[src/rtl/mem_arb_pkg.sv]
// Shared types for the fetch/LSU memory port arbiter.
// FSM states, grant ids and default widths.
package mem_arb_pkg;

   typedef enum logic [1:0] {
      IDLE    = 2'd0,
      BUSY_IF = 2'd1,
      BUSY_D  = 2'd2
   } arb_state_t;

   typedef enum logic {
      GNT_IF = 1'b0,
      GNT_D  = 1'b1
   } grant_t;

   localparam int DEF_ADDR_W  = 32;
   localparam int DEF_DATA_W  = 32;
   localparam int DEF_TIMEOUT = 255;

endpackage

[src/rtl/mem_port_arbiter.sv]
// Shares one memory port between instruction fetch and load/store.
// One transaction at a time, round-robin on ties, bounded wait.
module mem_port_arbiter
   import mem_arb_pkg::*;
#(
   parameter int ADDR_W  = DEF_ADDR_W,
   parameter int DATA_W  = DEF_DATA_W,
   parameter int TIMEOUT = DEF_TIMEOUT
) (
   input  logic                clk,
   input  logic                rst,
   input  logic                if_req,
   input  logic [ADDR_W-1:0]   if_addr,
   output logic                if_valid,
   output logic [DATA_W-1:0]   if_rdata,
   input  logic                d_req,
   input  logic                d_we,
   input  logic [ADDR_W-1:0]   d_addr,
   input  logic [DATA_W-1:0]   d_wdata,
   input  logic [DATA_W/8-1:0] d_wstrb,
   output logic                d_valid,
   output logic [DATA_W-1:0]   d_rdata,
   output logic                mem_req,
   output logic                mem_we,
   output logic [ADDR_W-1:0]   mem_addr,
   output logic [DATA_W-1:0]   mem_wdata,
   output logic [DATA_W/8-1:0] mem_wstrb,
   input  logic                mem_ready,
   input  logic [DATA_W-1:0]   mem_rdata,
   output logic                bus_err,
   output logic                stall
);

   localparam int SW    = DATA_W / 8;
   localparam int CNT_W = (TIMEOUT > 0) ? $clog2(TIMEOUT + 1) : 1;
   localparam logic [CNT_W-1:0] TO_V    = CNT_W'(TIMEOUT);
   localparam logic [CNT_W-1:0] CNT_MAX = '1;

   arb_state_t        r_state;
   grant_t            r_last;
   logic [CNT_W-1:0]  r_cnt;
   logic              r_mem_req;
   logic              r_mem_we;
   logic [ADDR_W-1:0] r_mem_addr;
   logic [DATA_W-1:0] r_mem_wdata;
   logic [SW-1:0]     r_mem_wstrb;
   logic              r_if_valid;
   logic              r_d_valid;
   logic [DATA_W-1:0] r_if_rdata;
   logic [DATA_W-1:0] r_d_rdata;
   logic              r_bus_err;

   logic w_gnt_if;
   logic w_gnt_d;
   logic w_tmo;

   // Fetch wins unless data also asks and fetch was served last.
   assign w_gnt_if = if_req & (~d_req | (r_last == GNT_D));
   assign w_gnt_d  = d_req & ~w_gnt_if;

   // Wait budget exhausted; a zero budget never expires.
   assign w_tmo = (TIMEOUT != 0) && (r_cnt == TO_V);

   assign stall = (if_req & ~r_if_valid) | (d_req & ~r_d_valid);

   assign mem_req   = r_mem_req;
   assign mem_we    = r_mem_we;
   assign mem_addr  = r_mem_addr;
   assign mem_wdata = r_mem_wdata;
   assign mem_wstrb = r_mem_wstrb;
   assign if_valid  = r_if_valid;
   assign if_rdata  = r_if_rdata;
   assign d_valid   = r_d_valid;
   assign d_rdata   = r_d_rdata;
   assign bus_err   = r_bus_err;

   // Grant, hold the latched command, then retire on ready or timeout.
   always_ff @(posedge clk) begin
      if (rst) begin
         r_state     <= IDLE;
         r_last      <= GNT_D;
         r_cnt       <= '0;
         r_mem_req   <= 1'b0;
         r_mem_we    <= 1'b0;
         r_mem_addr  <= '0;
         r_mem_wdata <= '0;
         r_mem_wstrb <= '0;
         r_if_valid  <= 1'b0;
         r_d_valid   <= 1'b0;
         r_if_rdata  <= '0;
         r_d_rdata   <= '0;
         r_bus_err   <= 1'b0;
      end else begin
         r_if_valid <= 1'b0;
         r_d_valid  <= 1'b0;
         r_bus_err  <= 1'b0;
         unique case (r_state)
            IDLE: begin
               if (w_gnt_if) begin
                  r_state     <= BUSY_IF;
                  r_mem_req   <= 1'b1;
                  r_mem_we    <= 1'b0;
                  r_mem_addr  <= if_addr;
                  r_mem_wdata <= '0;
                  r_mem_wstrb <= '0;
                  r_cnt       <= '0;
               end else if (w_gnt_d) begin
                  r_state     <= BUSY_D;
                  r_mem_req   <= 1'b1;
                  r_mem_we    <= d_we;
                  r_mem_addr  <= d_addr;
                  r_mem_wdata <= d_wdata;
                  r_mem_wstrb <= d_wstrb;
                  r_cnt       <= '0;
               end
            end
            BUSY_IF, BUSY_D: begin
               if (mem_ready || w_tmo) begin
                  r_state   <= IDLE;
                  r_mem_req <= 1'b0;
                  r_bus_err <= ~mem_ready;
                  if (r_state == BUSY_IF) begin
                     r_if_valid <= 1'b1;
                     r_last     <= GNT_IF;
                     r_if_rdata <= mem_ready ? mem_rdata : '0;
                  end else begin
                     r_d_valid <= 1'b1;
                     r_last    <= GNT_D;
                     if (!mem_ready) begin
                        r_d_rdata <= '0;
                     end else if (!r_mem_we) begin
                        r_d_rdata <= mem_rdata;
                     end
                  end
               end else if (r_cnt != CNT_MAX) begin
                  r_cnt <= r_cnt + 1'b1;
               end
            end
            default: begin
               r_state   <= IDLE;
               r_mem_req <= 1'b0;
            end
         endcase
      end
   end

endmodule

[config.mk]
export PLATFORM = sky130hd
export DESIGN_NAME = mem_port_arbiter
export DESIGN_NICKNAME = d
export VERILOG_FILES = /design/src/rtl/mem_arb_pkg.sv /design/src/rtl/mem_port_arbiter.sv
export SDC_FILE = /design/constraint.sdc
export NUM_CORES = 1
export LEC_CHECK = 0
export CORE_ASPECT_RATIO = 1.1
export CORE_MARGIN = 2
export CORE_UTILIZATION = 55
export DETAILED_ROUTE_END_ITERATION = 8
export DONT_BUFFER_PORTS = 1
export PLACE_DENSITY = 0.73
export SLEW_MARGIN = 20
export SYNTH_ARGS = -nofsm -noshare
export SYNTH_HDL_FRONTEND = slang
export SYNTH_SLANG_ARGS = --single-unit
[constraint.sdc]
create_clock -name clk -period 4.89 [get_ports clk]
set_input_delay 0.978 -clock clk [delete_from_list [all_inputs] [get_ports clk]]
set_output_delay 0.978 -clock clk [all_outputs]
set_load 0.03 [all_outputs]
==> results_dict.tcl, run 1 <==
set metrics [dict create \
    hp-start "r_state[0]" \
    setup_slack_ps 2090 \
    wl_per_cell_microns 19.4 \
    fin_util_pct 61.7 \
    die_x_microns 102 \
    yosysSeqAreaShare_pct 50.9 \
    hold_viol 0 \
    area_delta_synth_final_pct 9.74 \
    crit_buf_inv 1 \
    routed_wl_microns 13800 \
    slew_headroom_pct 36.1 \
    ys_ff_latch 148 \
    grt_pass1_vias 4228 \
    postCtsSetupBuffers 0 \
    synth_top_area_cell "dfxtp_1" \
    hold_class "flop to flop" \
    synthFlopType "dfxtp_1" \
    holdBufCountCts 0 \
    grt_antenna_before_repair 0 \
    end_kind "output pin" \
    mostFrequentLayoutCell "dfxtp_1" \
    final_cell_mix "dfxtp_1 (148), nor2_1 (74), a22oi_1 (37), nand3_1 (37)" \
    io_buffers 0 \
    cts_sinks 148 \
    drt_pass1_iterations 6 \
    drcViolationCount 0 \
    die_h_microns 112 \
    r2r-start "r_state[1]" \
    p_sw_share_pct 28.7 \
    gr-total-overflow 0 \
    leakage_nw 2.37 \
    critPathTopFamily "compound AO/OA/AOI/OAI gates" \
    synth.area.top_cells "dfxtp_1 (51%), a211oi_2 (6.0%), mux2i_1 (5.5%), a22o_1 (5.0%), a22oi_1 (4.8%)" \
    final_nets 700 \
    tns_ps 0 \
    cp.required_ps 3910 \
    period_minus_slack_ps 2800 \
    grt_pass1_wl_microns 21100 \
    cts-root-buf "clkbuf_16" \
    fp-row-count 39 \
    worst-slew-pin-transition_ps 957 \
    crit_start "d_req" \
    finish.instance_area_sq_um 6390 \
    netlist_area_sq_um 5820 \
    synth-edff-count 0 \
    clockBufferDepth 2 \
    num_vias 4385 \
    htree_levels 4 \
    grt_max_degree 111 \
    cap_violations 0 \
    p_sw_mw 0.877 \
    status "finished clean" \
    drt_iter0_drc 328 \
    cts_buffers 17 \
    timing.final.crit_share_pct 57.2 \
    synth_cell_types 50 \
    internal_power_mw 2.18 \
    path_max_fanout 5 \
    crit_path_max_incr_delay_ps 720 \
    place_congestion 0.766 \
    skew_ps 10.6 \
    pin_count 276 \
    stdcell_count 715 \
    cp.arrival_ps 1820 \
    cts_resized 0 \
    power_frac_comb_pct 9.9 \
    vias_per_cell 6.13 \
    placed_cell_area_sq_um 5800 \
    clkPwrFrac_pct 41.3 \
    ys_warn_count 0 \
    vdd_drop_max_mv 0.302 \
    power.density_nw_per_um2 479 \
    insertion_delay_ps 410 \
    initial_core_util_pct 56.3 \
    dpl.hpwl_microns 9510 \
    drv_slew 0 \
    synth_top_cell_area_share_pct 50.9 \
    synth_area_per_cell_sq_um 9.98 \
    finalSetupViolations 0 \
    grt_use_total_pct 23.4 \
    drive_gt1_share_pct 14.2 \
    clk_pin_slew_ps 60 \
    place_inst 683 \
    start_kind "primary input" \
    crit_type "primary input to output pin" \
    dieArea_sq_um 11400 \
    core_sq_um 10300 \
    antenna_left 0 \
    slowest_stage "o22ai_1" \
    syn_nets 724 \
    n_antenna_cell 0 \
    clock.fmax_ghz 0.358 \
    crit_chain "inv_1 > o22ai_1" \
    cts_tree "done" \
    rsz0062_at_grt "false" \
    power.share.sequential_pct 48.8 \
    async_flop_share_pct 0 \
    dp_slack_ps 2090 \
    netlist_instances 583 \
]
==> routing by layer <==
layer / up-vias / GRT usage [%] / share of wire (%)
met5: - / 0 / 0
met1: 2068 / 26.0 / 37
met4: 0 / 8.80 / 0.84
li1: 2091 / - / -
met2: 218 / 38.9 / 50
met3: 8 / 10.4 / 11
==> synthesized netlist by cell type, types with 3 or more instances <==
cell type / count
clkbuf_1: 19
o311ai_0: 3
a211oi_1: 6
buf_2: 20
a21o_1: 3
inv_1: 8
buf_4: 4
nand3_1: 37
ha_1: 3
buf_6: 7
dfxtp_1: 148
a22oi_1: 37
o21ai_0: 37
nor3_1: 4
a21oi_1: 37
mux2i_1: 32
nand2_1: 6
a211oi_2: 28
nor2_1: 74
a22o_1: 33
==> power by group through the flow <==
stage	Combinational, mW	Clock, mW	Sequential, mW
5_1_grt	0.338	1.34	1.50
2_1_floorplan	0.287	0	1.50
3_3_place_gp	0.289	0	1.52
6_report	0.303	1.26	1.49
4_1_cts	0.305	1.29	1.49
3_5_place_dp	0.304	0	1.52
==> area by class of cell <==
cell class | instances | area (sq um)
multi-input combinational | 374 | 2550
inverter | 10 | 37.5
clock inverter | 12 | 128
tap | 143 | 179
clock buffer | 20 | 457
sequential | 148 | 2960
fill | 873 | 3960
timing repair buffer | 8 | 67.6
==> logic make-up after synthesis <==
group | Yosys count | share of synthesized area [%]
buf+inv | 61 | 5.53
fa+ha+maj | 3 | 0.645
flops | 148 | 50.9
simple gates | 139 | 10.9
mux | 32 | 5.50
compound gates | 200 | 26.5
==> worst paths after layout <==
check | depth (start not counted) | slack (ps) | to
worst max-delay path | 2 | 2090 | stall
worst min-delay path | 2 | 490 | r_state[0]
worst max register to register | 7 | 2450 | mem_addr[30]
worst min register to register | 2 | 490 | r_state[0]
==> sequential cells by signal (all words and copies together) (netlist names) <==
signal and cells:
mem_req 1, if_valid 1, d_rdata 32, mem_wdata 32, r_last 1, d_valid 1
bus_err 1, mem_we 1, r_cnt 8, r_state 2, mem_wstrb 4, mem_addr 32
if_rdata 32
==> stage by stage <==
step           hold slack, ps  total power [mW]
6_report                  494              3.06
5_1_grt                   528              3.18
4_1_cts                   493              3.08
3_5_place_dp              487              1.82
3_3_place_gp              465              1.81
2_1_floorplan             455              1.78
==> worst min-delay path, delay by kind of cell (launching register included) <==
family	cells	cell delay, ps
AOI/OAI and AO/OA	1	60
and+or+nand+nor	1	60
DFF	1	330
No activity file was read; power rests on OpenSTA's default activity.
==> run 2: changes to the inputs <==
- PLACE_DENSITY: 0.73 -> 0.76
- clock period: 4.89 -> 2.3 ns (I/O delays scaled with it)
==> run 2 against run 1 <==
  * Worst hold slack got worse by 370 ps
  * Design area increased by 1.2%
  * Power increased by 110%
  * Worst setup slack got worse by 1900 ps
  * Via count increased by 2.9%
  * Die area unchanged
  * First-iteration DRC count increased by 9.5%
  * Clock-buffer cell count unchanged
==> results_dict.tcl, run 2 (synthesized netlist as in run 1, its figures left out) <==
set metrics [dict create \
    postCtsSetupBuffers 0 \
    holdBufCountCts 0 \
    r2r_cells 7 \
    timing.final.crit_share_pct 91.8 \
    r2r-start "r_state[0]" \
    drive_gt1_share_pct 14.9 \
    finish.instance_area_sq_um 6460 \
    drv_slew 0 \
    wl_per_cell_microns 19.3 \
    start_kind "flop" \
    cap_violations 0 \
    ff2ff_setup_slack_ps 190 \
    power.density_nw_per_um2 1010 \
    htree_levels 4 \
    crit_buf_inv 2 \
    path_max_fanout 17 \
    fp-row-count 39 \
    cts-root-buf "clkbuf_16" \
    n_antenna_cell 0 \
    routed_wl_microns 13900 \
    period_minus_slack_ps 2110 \
    grt_pass1_wl_microns 21100 \
    clock.fmax_ghz 0.474 \
    place_congestion 0.872 \
    cts_resized 0 \
    slowest_stage "ha_1" \
    area_delta_synth_final_pct 11.0 \
    hold_viol 0 \
    grt_max_degree 111 \
    hp-start "rst" \
    io_buffers 0 \
    crit_chain "inv_1 > ha_1 > and4_1 > a21oi_2 > buf_4 > o21ai_0 > a21oi_1" \
    critPathTopFamily "compound AO/OA/AOI/OAI gates" \
    initial_core_util_pct 56.3 \
    num_vias 4511 \
    crit_path_max_incr_delay_ps 490 \
    finalSetupViolations 0 \
    setup_slack_ps 188 \
    cts_buffers 17 \
    end_kind "flop" \
    grt_pass1_vias 4343 \
    pin_count 276 \
    grt_antenna_before_repair 0 \
    mostFrequentLayoutCell "dfxtp_1" \
    leakage_nw 2.40 \
    grt_use_total_pct 23.3 \
    drt_iter0_drc 359 \
    whs_endpoint "mem_addr[27]" \
    vias_per_cell 6.27 \
    die_x_microns 102 \
    placed_cell_area_sq_um 5870 \
    drt_pass1_iterations 5 \
    dp_slack_ps 203 \
    worst-slew-pin-transition_ps 712 \
    status "finished clean" \
    cts_sinks 148 \
    clk_pin_slew_ps 60 \
    drcViolationCount 0 \
    clockBufferDepth 2 \
    cp.arrival_ps 2430 \
    dpl.hpwl_microns 9890 \
    timing.hold.ws_ps 127 \
    rsz0062_at_grt "false" \
    core_sq_um 10300 \
    insertion_delay_ps 400 \
    tns_ps 0 \
    reg2reg_to "if_rdata[31]" \
    final_cell_mix "dfxtp_1 (148), nor2_1 (74), a22oi_1 (37), nand3_1 (37)" \
    skew_ps 8.60 \
    hold_path_depth 1 \
    slew_headroom_pct 52.4 \
    fin_util_pct 62.5 \
    die_h_microns 112 \
    gr-total-overflow 0 \
    final_nets 705 \
    hold_class "primary input to flop" \
    crit_type "flop to flop" \
    antenna_left 0 \
    dieArea_sq_um 11400 \
    cp.required_ps 2620 \
    cts_tree "done" \
    vdd_drop_max_mv 0.557 \
]
run 2: metrics by stage:
step,cells,power [mW]
floorplan,583,3.79
global route,719,6.80
global placement,688,3.86
detailed placement,688,3.90
CTS,719,6.61
finish,719,6.55
run 2: layout make-up:
type | instances | area, sq um
Tap cell | 143 | 179
Sequential cell | 148 | 2960
Clock buffer | 20 | 467
Inverter | 10 | 37.5
Clock inverter | 11 | 125
Multi-Input combinational cell | 374 | 2550
Fill cell | 860 | 3880
Timing Repair Buffer | 13 | 135
run 2: worst reg2reg max path: stages, from the launching register on:
cell	delay, ps
dfxtp_1	360
inv_1	60
ha_1	490
and4_1	320
a21oi_2	260
buf_4	240
o21ai_0	110
a21oi_1	190
run 2: how the worst max path moves through the flow:
stage | startpoint | to | cells after the start
global placement | r_state[0] | if_rdata[14] | 7
global route | r_state[0] | if_rdata[4] | 7
CTS | r_state[0] | if_rdata[31] | 7
floorplan | r_state[0] | r_cnt[1] | 7
finish | r_state[0] | if_rdata[31] | 7
detailed placement | r_state[0] | if_rdata[31] | 7
run 2: power breakdown:
group / switching (mW) / internal, mW
sequential: 0.436 / 2.73
combinational: 0.403 / 0.267
clock: 1.03 / 1.68
run 2: metal layers:
layer,wire length [microns],vias up,global-route usage [%]
met3,1340,30,7.47
li1,-,2093,-
met5,0,-,0
met1,5130,2145,26.0
met2,7030,243,40.2
met4,357,0,9.87
